File: src/rtl/osc_reset_tick_gen.sv
// Oscillator-domain reset release: synchronizes POR and CCC lock, holds the fabric
// in reset until lock is stable and start-up has elapsed, then emits 1 us / 1 ms ticks.
module osc_reset_tick_gen #(
   parameter int CLK_FREQ_HZ    = 50000000,
   parameter int STARTUP_CYCLES = 1024,
   parameter int LOCK_FILTER    = 16
) (
   input  logic       CLK,
   input  logic       RESET_N,
   input  logic       LOCK,
   output logic       FAB_RESET_N,
   output logic       READY,
   output logic       TICK_US,
   output logic       TICK_MS,
   output logic [7:0] LOCK_LOSS_CNT,
   output logic [1:0] STATE
);

   localparam int US_DIV = CLK_FREQ_HZ / 1000000;
   localparam int US_W   = $clog2(US_DIV);
   localparam int SU_W   = $clog2(STARTUP_CYCLES + 1);
   localparam int LF_W   = $clog2(LOCK_FILTER + 1);

   localparam logic [US_W-1:0] US_LAST = US_W'(US_DIV - 1);
   localparam logic [SU_W-1:0] SU_LAST = SU_W'(STARTUP_CYCLES - 1);
   localparam logic [LF_W-1:0] LF_LAST = LF_W'(LOCK_FILTER - 1);
   localparam logic [9:0]      MS_LAST = 10'd999;

   typedef enum logic [1:0] {
      ST_RESET     = 2'd0,
      ST_WAIT_LOCK = 2'd1,
      ST_STARTUP   = 2'd2,
      ST_RUN       = 2'd3
   } state_t;

   state_t          state;
   logic [1:0]      rst_sync;
   logic            rst_int_n;
   logic [1:0]      lock_sync;
   logic            lock_s;
   logic [LF_W-1:0] filt_cnt;
   logic [SU_W-1:0] su_cnt;
   logic [US_W-1:0] us_cnt;
   logic [9:0]      ms_cnt;
   logic [7:0]      loss_cnt;
   logic            run;

   function automatic logic [7:0] sat_inc(input logic [7:0] v);
      return (v == 8'hFF) ? v : v + 8'd1;
   endfunction

   // Reset asserts asynchronously and releases on the 2nd CLK edge after RESET_N rises.
   always_ff @(posedge CLK or negedge RESET_N) begin
      if (!RESET_N) begin
         rst_sync  <= 2'b00;
         lock_sync <= 2'b00;
      end else begin
         rst_sync  <= {rst_sync[0], 1'b1};
         lock_sync <= {lock_sync[0], LOCK};
      end
   end

   assign rst_int_n = rst_sync[1];
   assign lock_s    = lock_sync[1];

   always_ff @(posedge CLK or negedge rst_int_n) begin
      if (!rst_int_n) begin
         state    <= ST_RESET;
         filt_cnt <= '0;
         su_cnt   <= '0;
         loss_cnt <= 8'd0;
      end else begin
         case (state)
            ST_RESET: begin
               state    <= ST_WAIT_LOCK;
               filt_cnt <= '0;
            end
            ST_WAIT_LOCK: begin
               if (!lock_s) begin
                  filt_cnt <= '0;
               end else if (filt_cnt == LF_LAST) begin
                  state    <= ST_STARTUP;
                  filt_cnt <= '0;
                  su_cnt   <= '0;
               end else begin
                  filt_cnt <= filt_cnt + LF_W'(1);
               end
            end
            // Lock loss takes priority over the start-up terminal count.
            ST_STARTUP: begin
               if (!lock_s) begin
                  state    <= ST_WAIT_LOCK;
                  su_cnt   <= '0;
                  filt_cnt <= '0;
                  loss_cnt <= sat_inc(loss_cnt);
               end else if (su_cnt == SU_LAST) begin
                  state  <= ST_RUN;
                  su_cnt <= '0;
               end else begin
                  su_cnt <= su_cnt + SU_W'(1);
               end
            end
            ST_RUN: begin
               if (!lock_s) begin
                  state    <= ST_WAIT_LOCK;
                  filt_cnt <= '0;
                  loss_cnt <= sat_inc(loss_cnt);
               end
            end
            default: state <= ST_RESET;
         endcase
      end
   end

   // Timebase runs only while staying in RUN, so it restarts from zero on every entry.
   always_ff @(posedge CLK or negedge rst_int_n) begin
      if (!rst_int_n) begin
         us_cnt <= '0;
         ms_cnt <= 10'd0;
      end else if (run && lock_s) begin
         us_cnt <= TICK_US ? '0 : us_cnt + US_W'(1);
         if (TICK_US) begin
            ms_cnt <= TICK_MS ? 10'd0 : ms_cnt + 10'd1;
         end
      end else begin
         us_cnt <= '0;
         ms_cnt <= 10'd0;
      end
   end

   assign run           = (state == ST_RUN);
   assign TICK_US       = run && (us_cnt == US_LAST);
   assign TICK_MS       = TICK_US && (ms_cnt == MS_LAST);
   assign FAB_RESET_N   = run;
   assign READY         = run;
   assign LOCK_LOSS_CNT = loss_cnt;
   assign STATE         = state;

endmodule
File: config.mk
export PLATFORM = sky130hd
export DESIGN_NAME = osc_reset_tick_gen
export DESIGN_NICKNAME = d
export VERILOG_FILES = /design/src/rtl/osc_reset_tick_gen.sv
export SDC_FILE = /design/constraint.sdc
export NUM_CORES = 1
export LEC_CHECK = 0
export BUFFER_PORTS_ARGS = -buffer_cell sky130_fd_sc_hd__buf_4
export CORE_ASPECT_RATIO = 0.7
export CORE_MARGIN = 2
export CORE_UTILIZATION = 38
export CTS_CLUSTER_DIAMETER = 80
export DETAILED_ROUTE_END_ITERATION = 8
export GPL_ROUTABILITY_DRIVEN = 0
export GPL_TIMING_DRIVEN = 0
export PLACE_DENSITY_LB_ADDON = 0.08
export REMOVE_ABC_BUFFERS = 1
export SETUP_SLACK_MARGIN = 0.1
export SLEW_MARGIN = 15
export SYNTH_ARGS = -nofsm -noshare
export SYNTH_HDL_FRONTEND = slang
export SYNTH_SLANG_ARGS = --single-unit
File: constraint.sdc
create_clock -name CLK -period 2.6 [get_ports CLK]
set_clock_uncertainty 0.1 [all_clocks]
set_input_delay 0.52 -clock CLK [delete_from_list [all_inputs] [get_ports CLK]]
set_output_delay 0.52 -clock CLK [all_outputs]
set_load 0.01 [all_outputs]
==> results of run 1 <==
==> layer usage <==
metal  global-route usage [%]  vias to the layer above  part of all wire [%]
li1                         -                      886                     -
met1                    22.80                      858                    58
met2                    20.00                       24                    39
met3                    3.629                        2                   2.8
met4                    3.241                        0                  0.47
met5                        0                        -                     0
==> placed cells by master, fill, tap and decap left out, types with 3 or more instances in the layout <==
cell type,instances
dfrtp_1,45
nand2_1,26
buf_4,19
nand3_1,17
nor2_1,17
o21ai_0,15
inv_1,9
nand4_1,9
a21oi_1,9
xnor2_1,8
ha_1,8
xor2_1,6
nand2b_1,6
and3_1,6
and2_1,5
clkbuf_8,5
o21ai_1,3
o31ai_1,3
or3_1,3
==> metrics by stage <==
step                hold WS (ns)  power (mW)
finish                   0.07198       1.916
global route              0.1057       2.044
CTS                      0.09126       1.931
detailed placement       0.08375       1.387
global placement          0.2171       1.385
floorplan                 0.1244       1.191
==> area by class of cell <==
| class | count | share of cell area [%] |
|---|---|---|
| clock inverters | 2 | 1.394 |
| clock buffers | 6 | 2.695 |
| inverters | 9 | 1.255 |
| flip-flops and latches | 46 | 42.80 |
| repair buffers | 21 | 6.413 |
| well taps | 75 | 3.485 |
| multi-input cells | 175 | 41.96 |
==> how the worst min path moves through the flow <==
stage	depth (start not counted)	to	from
2_1_floorplan	0	lock_sync[0]	RESET_N
3_3_place_gp	1	lock_sync[0]	RESET_N
3_5_place_dp	0	LOCK_LOSS_CNT[7]	rst_sync[1]
4_1_cts	0	LOCK_LOSS_CNT[7]	rst_sync[1]
5_1_grt	0	LOCK_LOSS_CNT[7]	rst_sync[1]
6_report	0	ms_cnt[3]	rst_sync[1]
==> critical path, delay by kind of cell (launching register included) <==
family | cells | cell delay [ns]
buffers and inverters | 2 | 0.18
and+or+nand+nor | 2 | 0.96
DFF | 1 | 0.38
==> cell families (layout without fill, tap and decap cells) <==
| kind of cell | Yosys count | after routing | share of synthesized area (%) |
|---|---|---|---|
| mux | 4 | 4 | 1.828 |
| other cells | 1 | 1 | 0.1611 |
| xor+xnor | 14 | 14 | 5.269 |
| buf+inv | 13 | 38 | 2.688 |
| simple gates | 101 | 101 | 23.01 |
| flops | 46 | 46 | 49.46 |
| fa+ha+maj | 9 | 9 | 4.839 |
| compound gates | 46 | 46 | 12.74 |
==> power groups by stage <==
stage                     Combinational [mW]  Sequential [mW]  Clock [mW]
after floorplan                        0.288            0.903           0
after global placement                 0.480            0.905           0
after detailed placement               0.494            0.893           0
after CTS                              0.496            0.885       0.551
after global routing                   0.558            0.905       0.581
final                                  0.503            0.890       0.522
==> sequential cells by signal (all words and copies together) (netlist names) <==
name / count
su_cnt: 11
ms_cnt: 10
LOCK_LOSS_CNT: 8
us_cnt: 6
filt_cnt: 5
STATE: 2
lock_sync: 2
rst_sync: 2
==> cell usage after synthesis, types with 2 or more instances <==
cell,count,area [um2]
inv_1,9,33.78
nand4_1,9,56.30
o22ai_1,2,12.51
o31ai_1,3,22.52
dfrtp_1,46,1151
buf_2,2,10.01
and4_1,2,17.52
or3_1,3,18.77
nor2_1,17,63.81
ha_1,9,112.6
and2_1,5,31.28
o2bb2ai_1,2,17.52
mux2i_1,2,20.02
a21oi_1,9,45.04
nand3_1,17,85.08
and3_1,6,37.54
nand2_1,26,97.59
a21oi_2,2,17.52
xnor2_1,8,70.07
xor2_1,6,52.55
o21ai_0,15,75.07
a31oi_1,2,12.51
or4_1,2,15.01
o21ai_1,3,15.01
o21a_1,2,15.01
nand4b_1,2,17.52
nand2b_1,6,37.54
mux2_2,2,22.52
==> what timing repair did <==
item | 4_1_cts | 5_1_grt
buffers inserted | 2 | 1
hold buffers | 1 | 0
endpoints found under the hold margin | 4 | 0
endpoints found under the setup margin | 1 | 1
gates resized for setup | 2 | 1
pin swaps | 1 | 1
==> results.md, run 1 <==
* Final Critical Period at approximately 2.4 ns
* Final hold vios at 0
* Dpl cell area at around 2500 um2
* Clock Power Share at between 20 and 30%
* TritonRoute pass-1 iters at 4
* Layout cells sized above 1 at 14.29%
* Placed Cells at 322
* Comb power frac at 26.3%
* Main flop type after synthesis: dfrtp_1
* Count of final max-slew check failures at 0
* Final setup violation count at 0
* Fmax at approximately 0.4 GHz
* First-iteration detailed-routing DRC count at 91
* Crit-path cells: or3b_1 > or4_4 > inv_1 > buf_4
* Area grow syn2layout at 15.70%
* Area of the multi-input gates at around 1100 um2
* Num CTS Buffers at 5
* Fillers at roughly 560
* Slew @ Worst Pin at about 0.59 ns
* Clk root buf: clkbuf_8
* Layout Utilization at 46.32%
* Synth async-reset ratio at 100.0%
* Final WS setup at about 0.17 ns
* Worst r2r dst: su_cnt[7]
* Seq cells post-synth at 46
* Max Cap Violations at 0
* Mapped Area at around 2300 um2
* DIE HEIGHT at around 69 um
* CTS tree: built
* CP Max Fanout at 5
* Seq pwr share at between 40% and 50%
* Syn Area/Cell at a little under 10 um2
* Status: finished, final reports clean
* Nature of the critical path endpoint: output port
* Die width at approximately 98 um
* Hold Path Class: flop to asynchronous set/reset pin
* Critical Path RT at between 1.5 and 2 ns
* Critical path launch point type: flop
* P_sw at just over 600 uW
* Crit path to: TICK_MS
* Clk slew on worst S/H paths at ~0.09 ns
* Critical Path AT at around 1.8 ns
* I/O pins at 17
* Ant diodes at 0
* Finished Layout Cells at 334
* Final instance area at about 2700 um2
* First-pass GRT wire length at roughly 8100 um
* Sequential Area at 1152 um2
* Vias per cell at approximately 5.3
* Origin of the critical flop-to-flop path: STATE[1]
* Antenna violations before repair at 0
* Reg2Reg Depth at 6
* Clock Path Buffers at 2
* Largest stage delay on the critical path at between 0.5 and 0.6 ns
* Leak at between 1 and 1.5 nW
* Worst setup startpoint: ms_cnt[3]
* Gr ovfl total at 0
* Syn Inst Count at 234
* Syn. warnings at 0
* Skew-Pair Late Insertion Delay at 0.29 ns
* Number of synthesized flops with an enable pin at 0
* Count of cell types in the netlist at 43
* DP Worst Slack at roughly 0.35 ns
* Worst path slowest cell: or4_4
* Largest net degree at the start of global routing at 30
* Final setup TNS at 0 ns
* Setup CP Type: flop to output port
* DR vias at 1770
* Final WL at about 4700 um
* Final worst-path cycle share at 93.39%
* Clk sinks at 46
* Nets at 270
* Internal cell power at 1.299 mW
* Net switching fraction of the power at 32.22%
* DRC Markers at 0
* RSZ-0062 raised after global routing: no
* Vias in the first global route at around 1700
* Pwr Density at between 700 and 800 nW/um2
* Routed wire per std cell at between 10 and 15 um
* FF-to-FF setup slack at approximately 0.4 ns
* H-Tree Depth at 2
* Antenna viol nets, final at 0
* Max VDD drop at between 0.3 and 0.4 mV
* Dpl hpwl at between 3000 and 4000 um
* Sequential area share after synthesis at around half
* Slew HR at approximately three fifths
* Site Rows at 23
* Core Region at about 5800 um2
* Number of buffers added on ports at 16
* Initial Util at approximately 40%
* Gr usage total at between 10% and 20%
* Die area at between 6000 and 7000 um2
Power figures use the tool's default switching activity.
==> run 2, diff against run 1 <==
--- a/config.mk
+++ b/config.mk
@@ -14,8 +14,7 @@
 export GPL_ROUTABILITY_DRIVEN = 0
 export GPL_TIMING_DRIVEN = 0
-export PLACE_DENSITY_LB_ADDON = 0.08
+export PLACE_DENSITY = 0.65
 export REMOVE_ABC_BUFFERS = 1
 export SETUP_SLACK_MARGIN = 0.1
-export SLEW_MARGIN = 15
 export SYNTH_ARGS = -nofsm -noshare
 export SYNTH_HDL_FRONTEND = slang
==> constraint.sdc (replaced) <==
create_clock -name CLK -period 2.6 [get_ports CLK]
set_clock_uncertainty 0.1 [all_clocks]
set_input_delay 0.26 -clock CLK [delete_from_list [all_inputs] [get_ports CLK]]
set_output_delay 0.26 -clock CLK [all_outputs]
set_load 0.01 [all_outputs]
==> results.md, run 2 (same netlist as run 1, synthesis figures left out) <==
* Setup CP Type: flop to output port
* Die width at 97.54 um (unchanged)
* CP delay by family, top: simple AND/OR/NAND/NOR gates
* First-iteration detailed-routing DRC count at 120 (+32%)
* Core Region at 5813 um2 (unchanged)
* Antenna viol nets, final at 0 (unchanged)
* Gr ovfl total at 0 (unchanged)
* CTS tree: built
* Critical Path AT at 1.93 ns (+0.12 ns)
* Skew-Pair Late Insertion Delay at 0.29 ns (about the same)
* Clk slew on worst S/H paths at 0.09 ns (about the same)
* Ant diodes at 0 (unchanged)
* Critical Path RT at 2.24 ns (+0.26 ns)
* Critical path launch point type: flop
* DRC Markers at 0 (unchanged)
* Area of the multi-input gates at 1114 um2 (-1.4%)
* Comb power frac at 27.1% (+0.8 points)
* Count of final max-slew check failures at 0 (unchanged)
* RSZ-0062 raised after global routing: no
* Largest stage delay on the critical path at 0.53 ns (-0.05 ns)
* P_sw at 579.1 uW (-6.2%)
* Worst setup startpoint: STATE[1]
* Worst path slowest cell: or4_1
* Area grow syn2layout at 13.33%
* Net switching fraction of the power at 32.66% (+0.44 points)
* Commonest non-fill, non-tap cell in the layout: dfrtp_1
* Number of buffers added on ports at 16 (unchanged)
* H-Tree Depth at 2 (unchanged)
* Site Rows at 23 (unchanged)
* Nature of the critical path endpoint: output port
* CP Buf/Inv Count at 2 (unchanged)
* Vias in the first global route at 1659 (-1.6%)
* Fillers at 571 (+2.3%)
* Reg2Reg Depth at 5 (-1)
* Clock Path Buffers at 2 (unchanged)
* Seq pwr share at 49.5% (+3.0 points)
* Internal cell power at 1.194 mW (-8.0%)
* Max VDD drop at 0.5862 mV (+72%)
* CP Max Fanout at 9 (+4)
* Tot Pwr at 1.773 mW (-7.5%)
* Leak at 1.146 nW (-2.2%)
* Clk root buf: clkbuf_8
* Initial Util at 40.03% (unchanged)
* Final worst-path cycle share at 87.89% (-5.5 points)
* Finished Layout Cells at 332 (-0.60%)
* Nets at 268 (-0.74%)
* Dpl hpwl at 3104 um (-7.2%)
* DR vias at 1771 (+0.056%)
* First-pass GRT wire length at 7852 um (-2.7%)
* Largest register by flop count: su_cnt
* Hold Path Class: flop to asynchronous set/reset pin
* Gr usage total at 13.78% (-0.75 points)
* Slew HR at 58.59% (-1.8 points)
* Max Cap Violations at 0 (unchanged)
* Die area at 6776 um2 (unchanged)
* TritonRoute pass-1 iters at 4 (unchanged)
* Num CTS Buffers at 5 (unchanged)
* Slew @ Worst Pin at 0.6212 ns (+0.02668 ns)
* Fmax at 0.4376 GHz (+6.3%)
* Worst r2r dst: STATE[1]
* Final setup violation count at 0 (unchanged)
* Sequential Area at 1152 um2 (unchanged)
* Commonest non-fill, non-tap cells in the layout: 45 x dfrtp_1, 26 x nand2_1, 17 x nand3_1, 17 x nor2_1, 16 x buf_4
* Final Critical Period at 2.285 ns (-0.1431 ns)
* FF-to-FF setup slack at 0.42 ns (about the same)
* Setup bufs post-CTS at 0 (-2)
* I/O pins at 17 (unchanged)
* Clock Power Share at 23.3% (-4.0 points)
* Max reg flops at 11 (unchanged)
* Final hold vios at 0 (unchanged)
* Layout cells sized above 1 at 12.06% (-2.2 points)
* Clk sinks at 46 (unchanged)
* DIE HEIGHT at 69.48 um (unchanged)
* Status: finished, final reports clean
* Vias per cell at 5.334 (+0.66%)
* Final WL at 4256 um (-8.9%)
* Origin of the critical flop-to-flop path: su_cnt[0]
* Placed Cells at 322 (unchanged)
* Crit-path cells: ha_1 > nand4_1 > or4_1 > inv_1 > buf_4
* Largest net degree at the start of global routing at 33 (+10%)
* Routed wire per std cell at 12.82 um (-8.4%)
* Antenna violations before repair at 0 (unchanged)
* Pwr Density at 672.3 nW/um2 (-5.5%)
* Final setup TNS at 0 ns (unchanged)
## run 2: cell type report
class	count	share of cell area, %
Clock buffer	7	2.894
Clock inverter	1	0.2846
Inverter	9	1.281
Multi-Input combinational cell	175	42.22
Sequential cell	46	43.69
Tap cell	75	3.558
Timing Repair Buffer	19	6.072
## run 2: per-layer routing
layer	vias up	wire length (um)	track usage [%]
li1	878	-	-
met1	855	2343	21.94
met3	4	174	3.327
met4	0	20	2.778
met5	-	0	0
met2	34	1718	18.85
## run 2: how the worst max path moves through the flow
stage	endpoint	slack (ns)	cells after the start
global placement	STATE[1]	0.48	5
global route	TICK_MS	0.14	5
floorplan	LOCK_LOSS_CNT[1]	0.59	4
finish	TICK_MS	0.31	5
detailed placement	STATE[1]	0.49	5
CTS	TICK_MS	0.29	5
## run 2: power groups by stage
stage	combinational (mW)	clock, mW	sequential, mW
6_report	0.481	0.414	0.878
5_1_grt	0.551	0.476	0.899
4_1_cts	0.488	0.436	0.881
3_5_place_dp	0.486	0	0.892
3_3_place_gp	0.463	0	0.900
2_1_floorplan	0.288	0	0.903
## run 2: stage by stage
| step | instance area [um2] | hold slack, ns | util [%] | setup WS, ns |
|---|---|---|---|---|
| 3_5_place_dp | 2534 | -0.04183 | 43.59 | 0.4878 |
| 3_3_place_gp | 2512 | -0.04267 | 43.22 | 0.4834 |
| 2_1_floorplan | 2298 | -0.1356 | - | 0.5903 |
| 5_1_grt | 2638 | 0.07609 | 45.37 | 0.1400 |
| 4_1_cts | 2638 | 0.05798 | 45.37 | 0.2910 |
| 6_report | 2638 | 0.04310 | 45.37 | 0.3148 |
## run 2: timing repair
action                                 in CTS  in global routing
gates resized for setup                     0                  0
hold buffers                                2                  0
endpoints found under the hold margin       5                  0
==> run 3, diff against run 2 <==
Settings changed: CAP_MARGIN from default to 20, CTS_BUF_LIST from default to sky130_fd_sc_hd__clkbuf_4, PLACE_DENSITY 0.65 to 0.67.
Clock period 2.6 ns to 2.1 ns, I/O delays scaled along.
==> results.md, run 3 (same netlist as run 1, synthesis figures left out) <==
* DRC Markers at 0 (unchanged)
* Ant diodes at 0 (unchanged)
* Worst r2r dst: ms_cnt[9]
* Leak at 1.209 nW (+5.5%)
* Clk slew on worst S/H paths at 0.14 ns (+0.05 ns)
* Nature of the critical path endpoint: output port
* First-pass GRT wire length at 7914 um (+0.79%)
* Reg2Reg Depth at 5 (unchanged)
* Dpl cell area at 2534 um2 (unchanged)
* Slew @ Worst Pin at 0.5771 ns (-0.04404 ns)
* Number of buffers added on ports at 16 (unchanged)
* Clk sinks at 46 (unchanged)
* Layout Utilization at 47.93% (+2.6 points)
* Area grow syn2layout at 19.73%
* Critical Path AT at 1.83 ns (-0.10 ns)
* Dpl hpwl at 3178 um (+2.4%)
* Final hold vios at 0 (unchanged)
* Antenna violations before repair at 0 (unchanged)
* Die width at 97.54 um (unchanged)
* Placed Cells at 322 (unchanged)
* Die area at 6776 um2 (unchanged)
* Skew-Pair Late Insertion Delay at 0.35 ns (+0.06 ns)
* Slew HR at 61.27% (+2.7 points)
* DIE HEIGHT at 69.48 um (unchanged)
* Routed wire per std cell at 13.05 um (+1.8%)
* RSZ-0062 raised after global routing: yes
* Site Rows at 23 (unchanged)
* Clk root buf: clkbuf_4
* Commonest non-fill, non-tap cells in the layout: 45 x dfrtp_1, 25 x buf_4, 24 x nand2_1
* Final WS setup at -0.03636 ns (-0.3512 ns)
* Final setup violation count at 1 (+1)
* Max Cap Violations at 0 (unchanged)
* Status: finished, violations left
* Nets at 278 (+3.7%)
* CP Max Fanout at 2 (-7)
* Largest net degree at the start of global routing at 33 (unchanged)
* Num CTS Buffers at 5 (unchanged)
* Max reg flops at 11 (unchanged)
* I/O pins at 17 (unchanged)
* Final WL at 4464 um (+4.9%)
* Final worst-path cycle share at 101.7%
* First-iteration detailed-routing DRC count at 89 (-26%)
* Layout cells sized above 1 at 19.85% (+7.8 points)
* Antenna viol nets, final at 0 (unchanged)
* FF-to-FF setup slack at 0.20 ns (-0.22 ns)
* Vias per cell at 5.287 (-0.90%)
* H-Tree Depth at 2 (unchanged)
* Fmax at 0.4681 GHz
* Gr ovfl total at 0 (unchanged)
* Final instance area at 2786 um2 (+5.6%)
* Clock Path Buffers at 2 (unchanged)
* Origin of the critical flop-to-flop path: STATE[1]
* Critical Path RT at 1.79 ns (-0.45 ns)
* Final setup TNS at -0.03636 ns (-0.03636 ns)
* Count of final max-slew check failures at 0 (unchanged)
* Gr usage total at 13.95% (+0.17 points)
* Core Region at 5813 um2 (unchanged)
* CTS tree: built
* DR vias at 1808 (+2.1%)
* Critical path launch point type: flop
* Max VDD drop at 0.5036 mV (-14%)
* Final Critical Period at approximately 2.1 ns
* Vias in the first global route at 1738 (+4.8%)
* Setup CP Type: flop to output port
* Initial Util at 40.03% (unchanged)
* Commonest non-fill, non-tap cell in the layout: dfrtp_1
* Pwr Density at 828.3 nW/um2 (+23%)
* Finished Layout Cells at 342 (+3.0%)
* Largest register by flop count: su_cnt
* TritonRoute pass-1 iters at 4 (unchanged)
* Failing checks: negative setup slack
* Hold Path Class: flop to asynchronous set/reset pin
[run 3: changes by cell type in the layout (fill, tap and decap cells not counted), sizes merged]
cell      change
buf          +10
clkinvlp      -1
clkinv        +1
clkbuf        -2
inv           +1
bufinv        +1
[run 3: power by group]
group	total (mW)	switching [mW]	internal (mW)
clock	0.545	0.292	0.253
combinational	0.668	0.353	0.315
sequential	1.10	0.118	0.977
[run 3: worst max-delay path, cell delays in order, from the launching register on]
cell and delay (ns):
dfrtp_1 0.40, or3b_1 0.37, or4_4 0.55, inv_2 0.07, buf_6 0.09
[run 3: cell type report]
cell class	count	area [um2]
Fill cell	550	3027
Sequential cell	46	1152
Multi-Input combinational cell	175	1186
Clock inverter	3	43.79
Inverter	9	33.78
Timing Repair Buffer	29	239.0
Clock buffer	5	37.54
Tap cell	75	93.84
[run 3: timing repair]
item	4_1_cts	5_1_grt
gates cloned	0	0
hold buffers	2	0
hold endpoints to repair	5	0
resized for setup	8	7
endpoints found under the setup margin	17	19
setup buffers	5	5
pin swaps	2	1
[run 3: stage by stage]
step	hold WS [ns]	total power, mW	setup slack (ns)
finish	0.04825	2.308	-0.03636
global route	0.06069	2.467	-0.1187
CTS	0.03627	2.290	-0.04977
detailed placement	-0.09270	1.710	-0.01814
global placement	-0.09273	1.684	0.03445
floorplan	-0.1856	1.475	0.09030
[run 3: worst max path at each step]
stage	to	from	slack, ns
6_report	TICK_MS	ms_cnt[4]	-0.04
5_1_grt	TICK_MS	us_cnt[1]	-0.12
4_1_cts	TICK_MS	ms_cnt[4]	-0.05
3_5_place_dp	su_cnt[7]	STATE[1]	-0.02
3_3_place_gp	su_cnt[7]	STATE[1]	0.03
2_1_floorplan	LOCK_LOSS_CNT[1]	STATE[1]	0.09
[run 3: metal layers]
layer	vias up	GRT usage (%)	wire, um
met5	-	0	0
met4	0	3.704	40
met3	5	3.125	171
met2	24	20.84	1942
met1	868	20.51	2310
li1	911	-	-
